`src/rtl/wb_port_arbiter.sv`:
```
// Register-file write-port arbiter.
// The writeback stage and a long-latency unit (LLU) share one RF write port.
// Writeback always wins. An LLU result that cannot write immediately waits in a
// one-entry buffer. If writeback keeps the port busy for STARVE_LIMIT cycles,
// the pipeline is stalled until the buffer drains.
//
// Ports:
//   clk, rstN                      clock (rising edge), async active-low reset
//   regWriteW, rdAddrW, resultW    writeback write request
//   lluValid, lluRdAddr, lluData   LLU result offer; lluReady is the accept
//   rfWe, rfAddr, rfData           register-file write port
//   stallPipe                      request to the hazard unit to stall writeback
//   pendValid, pendRd              registered buffer occupancy and destination
module wb_port_arbiter #(
  parameter int unsigned XLEN         = 32,
  parameter int unsigned ADDR_W       = 5,
  parameter int unsigned STARVE_LIMIT = 4
) (
  input  logic              clk,
  input  logic              rstN,
  input  logic              regWriteW,
  input  logic [ADDR_W-1:0] rdAddrW,
  input  logic [XLEN-1:0]   resultW,
  input  logic              lluValid,
  input  logic [ADDR_W-1:0] lluRdAddr,
  input  logic [XLEN-1:0]   lluData,
  output logic              lluReady,
  output logic              rfWe,
  output logic [ADDR_W-1:0] rfAddr,
  output logic [XLEN-1:0]   rfData,
  output logic              stallPipe,
  output logic              pendValid,
  output logic [ADDR_W-1:0] pendRd
);

  localparam int unsigned CntW = $clog2(STARVE_LIMIT + 1);
  localparam logic [CntW-1:0] CntMax = CntW'(STARVE_LIMIT);

  typedef enum logic [1:0] {StIdle, StHold, StForce} state_e;

  state_e            state_q, state_d;
  logic [CntW-1:0]   cnt_q, cnt_d;
  logic              stall_q, stall_d;
  logic              pend_valid_q, pend_valid_d;
  logic [ADDR_W-1:0] pend_rd_q, pend_rd_d;
  logic [XLEN-1:0]   pend_data_q, pend_data_d;

  logic wb_busy, accept, load, drain, waw_kill;

  // x0 writes are architecturally dead, so they never occupy the port.
  assign wb_busy  = regWriteW && (rdAddrW != '0);
  assign accept   = lluValid && !pend_valid_q;
  assign load     = accept && wb_busy && (lluRdAddr != '0);
  assign drain    = pend_valid_q && !wb_busy;
  // A younger writeback to the buffered destination makes the buffered value stale.
  assign waw_kill = pend_valid_q && wb_busy && (rdAddrW == pend_rd_q);

  // Buffer next state.
  always_comb begin
    pend_valid_d = pend_valid_q;
    pend_rd_d    = pend_rd_q;
    pend_data_d  = pend_data_q;
    if (load) begin
      pend_valid_d = 1'b1;
      pend_rd_d    = lluRdAddr;
      pend_data_d  = lluData;
    end else if (drain || waw_kill) begin
      pend_valid_d = 1'b0;
      pend_rd_d    = '0;
    end
  end

  // Starvation FSM next state.
  always_comb begin
    state_d = state_q;
    cnt_d   = cnt_q;
    unique case (state_q)
      StIdle: begin
        if (load) begin
          state_d = StHold;
          cnt_d   = '0;
        end
      end
      StHold, StForce: begin
        if (drain || waw_kill) begin
          state_d = StIdle;
          cnt_d   = '0;
        end else begin
          // Buffer occupied and not drained: writeback blocked it this cycle.
          if (cnt_q != CntMax) cnt_d = cnt_q + CntW'(1);
          if (cnt_d == CntMax) state_d = StForce;
        end
      end
      default: begin
        state_d = StIdle;
        cnt_d   = '0;
      end
    endcase
    stall_d = (state_d == StForce);
  end

  always_ff @(posedge clk or negedge rstN) begin
    if (!rstN) begin
      state_q      <= StIdle;
      cnt_q        <= '0;
      stall_q      <= 1'b0;
      pend_valid_q <= 1'b0;
      pend_rd_q    <= '0;
      pend_data_q  <= '0;
    end else begin
      state_q      <= state_d;
      cnt_q        <= cnt_d;
      stall_q      <= stall_d;
      pend_valid_q <= pend_valid_d;
      pend_rd_q    <= pend_rd_d;
      pend_data_q  <= pend_data_d;
    end
  end

  // Write-port mux. Gated by reset so the port is quiet while reset is held.
  always_comb begin
    rfWe   = 1'b0;
    rfAddr = '0;
    rfData = '0;
    if (rstN) begin
      if (wb_busy) begin
        rfWe   = 1'b1;
        rfAddr = rdAddrW;
        rfData = resultW;
      end else if (pend_valid_q) begin
        rfWe   = 1'b1;
        rfAddr = pend_rd_q;
        rfData = pend_data_q;
      end else if (accept && (lluRdAddr != '0)) begin
        rfWe   = 1'b1;
        rfAddr = lluRdAddr;
        rfData = lluData;
      end
    end
  end

  assign lluReady  = !pend_valid_q;
  assign stallPipe = stall_q;
  assign pendValid = pend_valid_q;
  assign pendRd    = pend_rd_q;

endmodule
```
`config.mk`:
```
export PLATFORM = sky130hd
export DESIGN_NAME = wb_port_arbiter
export DESIGN_NICKNAME = d
export VERILOG_FILES = /design/src/rtl/wb_port_arbiter.sv
export SDC_FILE = /design/constraint.sdc
export NUM_CORES = 1
export LEC_CHECK = 0
export CAP_MARGIN = 0
export CORE_MARGIN = 5
export CORE_UTILIZATION = 25
export CTS_CLUSTER_DIAMETER = 80
export DETAILED_ROUTE_END_ITERATION = 8
export DONT_BUFFER_PORTS = 1
export PLACE_DENSITY_LB_ADDON = 0.2
export SYNTH_ARGS = -nofsm -noshare
export SYNTH_HDL_FRONTEND = slang
export SYNTH_SLANG_ARGS = --single-unit
```
`constraint.sdc`:
```
create_clock -name clk -period 2 [get_ports clk]
set_input_delay 0.2 -clock clk [delete_from_list [all_inputs] [get_ports clk]]
set_output_delay 0.2 -clock clk [all_outputs]
set_load 0.1 [all_outputs]
```
==> impl_metrics.ini <==
[critical_path]
arrival_ns = 2.01
cp-end-kind = output port
cp_data_required_time_ns = 1.80
criticalPathCategory = reg2out
crit_fanout = 8
crit_path_start_kind = flip-flop
r2r-start = cnt_q[0]
ff2ff_setup_slack_ns = 0.03
worstSetupStartpoint = pendValid

[route]
ant_nets = 0
via_per_inst = 5.39
num_vias = 2541
drt_iter0_drc = 84
drc = 0
routed_wl_um = 9700
drt-wirelength-per-cell_um = 20.6
dr.pass1.iters = 4

[run]
maxCapViolCount = 0

[status]
violations = negative setup slack
outcome = finished with violations

[floorplan]
io_pins = 124
start_util = 0.256
core-area_sq_um = 10800
die_h_um = 115
rows = 38
die_area_sq_um = 13300
die_x_um = 115

[layout]
layout-area-overhead-vs-synth_pct = 72.0
post_layout_nonfiller_instances = 471
nNetsFinal = 412
drive_above_1_share = 0.556
diodes = 0

[grt]
antenna_found_initial = 0
grt_overflow = 0
grt_pass1_vias = 2663
grt_pass1_wl_um = 15000
track_usage = 0.142
grt_max_degree = 45

[placement]
place_inst = 478
dpl.hpwl_um = 6020
place_congestion = 0.730
port_buffers = 0

[sta]
hold_viol_final = 0
worst_pin_slew_ns = 0.625
rsz0062_at_grt = yes
drv_slew = 0
final-setup-viol-count = 37
clock_skew_ns = 0.00703
slew-limit-headroom = 0.582
min_period_ns = 2.21
timing.final.ws_setup_ns = -0.214
period_share = 1.11
max_freq_mhz = 452

[power]
totalPowerFinal_uw = 4270
ir_worst_vdd_v = 0.000400
p_per_area_nw_per_um2 = 897
power.leakage_uw = 0.00185

[synth]
avgSynthCellArea_sq_um = 10.0
synth.distinct_cells = 36
syn-instance-count = 276
syn_nets = 358
ys_seq_area_frac = 0.397
ys_ff_latch = 44
syn_area_sq_um = 2770
yosysWarnings = 0

[cts]
clkLatencyLatePin_ns = 0.30
clkSinkCount = 44
clkSlewWorstSetupHoldPaths_ns = 0.08
cts_tree = yes
clockRootBuffer = clkbuf_8
ctsLongestPathBuffers = 2
numCtsBuffers = 5
htreeDepth = 2

[worst_hold_path]
worstHoldStart = lluRdAddr[0]
hold_class = in2reg
## cell usage after synthesis, drive strengths merged
cell type / instances / area share
dfrtp: 44 / 0.40
xor2: 5 / 0.016
mux2: 32 / 0.13
or3b: 1 / 0.0032
nor3b: 37 / 0.10
or3: 1 / 0.0023
nand2b: 1 / 0.0023
a21oi: 9 / 0.016
o21a: 4 / 0.011
nor2: 39 / 0.053
nand2: 4 / 0.0054
a311o: 1 / 0.0036
or4: 2 / 0.0068
a32o: 2 / 0.0072
a221oi: 38 / 0.12
a22o: 3 / 0.0095
a21o: 1 / 0.0027
inv: 6 / 0.0081
o21ai: 5 / 0.013
o211ai: 1 / 0.0027
a2bb2oi: 1 / 0.0032
nand3: 2 / 0.0036
ha: 4 / 0.018
nor2b: 1 / 0.0023
buf: 10 / 0.026
clkbuf: 16 / 0.022
o31a: 1 / 0.0032
nand4: 1 / 0.0023
nor3: 4 / 0.0072
## routing by layer
metal / vias to the layer above / GRT usage / wire (um)
met2: 105 / 0.241 / 4940
met3: 4 / 0.0353 / 787
li1: 1164 / - / -
met1: 1268 / 0.180 / 3910
met4: 0 / 0.0368 / 64
met5: - / 0 / 0
## worst max-delay path, cell delays in order, from the launching register on
cell       delay [ns]
dfrtp_4          0.49
nor2b_4          0.12
buf_6            0.11
o21a_4           0.22
clkbuf_16        0.19
buf_6            0.10
a221oi_4         0.06
nor3b_4          0.23
buf_12           0.20
## cell type report
class,instances,area [sq um]
Tap cell,140,175
Timing Repair Buffer,72,1210
Clock buffer,6,72.6
Sequential cell,44,1110
Inverter,6,22.5
Multi-Input combinational cell,201,2140
Clock inverter,2,35.0
Fill cell,998,6080
## worst paths after layout
check	end	depth (start not counted)
worst max-delay path	rfData[12]	8
worst min register to register	pend_data_q[6]	1
worst max register to register	stallPipe	7
max in group asynchronous	pend_data_q[24]	2
worst min-delay path	pendRd[0]	1
min in group asynchronous	pendRd[4]	2
## kinds of logic after synthesis
family | share of synthesized area
flops | 0.397
fa+ha+maj | 0.0181
xor+xnor | 0.0158
buf+inv | 0.0556
compound gates | 0.195
simple gates | 0.188
mux | 0.130
## registers in the layout, indices dropped and copies added, names as in the netlist
name	count
pendValid	1
pend_data_q	32
pendRd	5
state_q	2
stallPipe	1
cnt_q	3
## per-stage QoR
stage / util / worst slack, ns / hold slack (ns) / area [sq um] / TNS (ns)
after global routing: 0.439 / -0.301 / 0.0268 / 4760 / -8.37
after detailed placement: 0.410 / -0.169 / -0.0932 / 4440 / -6.63
final: 0.439 / -0.214 / 0.0436 / 4760 / -4.87
after global placement: 0.410 / -0.0887 / -0.0935 / 4440 / -4.47
after CTS: 0.431 / -0.262 / 0.0280 / 4670 / -7.57
after floorplan: - / -0.617 / -0.0956 / 3250 / -23.18
## cells in the final DEF, fill, tap and decap left out, types with 2 or more instances in the layout
cell type	synthesis	final
buf_16	0	3
clkbuf_16	0	3
o21ai_1	2	2
a21oi_1	9	7
buf_12	0	43
inv_1	6	6
o21ai_0	2	2
buf_4	1	18
a22o_1	3	3
o21a_1	4	3
buf_6	3	3
nand3_1	2	2
a221oi_2	1	22
nor2_1	39	38
xor2_1	5	5
nor3b_4	0	37
ha_2	0	2
mux2_2	31	31
nor2_4	0	2
dfrtp_1	44	42
clkbuf_8	0	5
or4_4	1	2
ha_1	4	2
a221oi_1	37	15
a32o_1	2	2
nand2_1	4	4
nor3_1	4	4
a21oi_2	0	2
## repair_timing
item,in CTS,in global routing
setup buffers,5,3
resized for setup,11,33
pin swaps,14,36
cloned,3,3
endpoints found under the setup margin,71,58
hold buffers,2,0
hold endpoints to repair,44,0
## power breakdown
part / switching [uW] / total [uW] / internal, uW
clock: 303 / 674 / 371
combinational: 1410 / 2330 / 926
sequential: 155 / 1270 / 1110
total: 1870 / 4270 / 2410
Power figures use the tool's default switching activity.
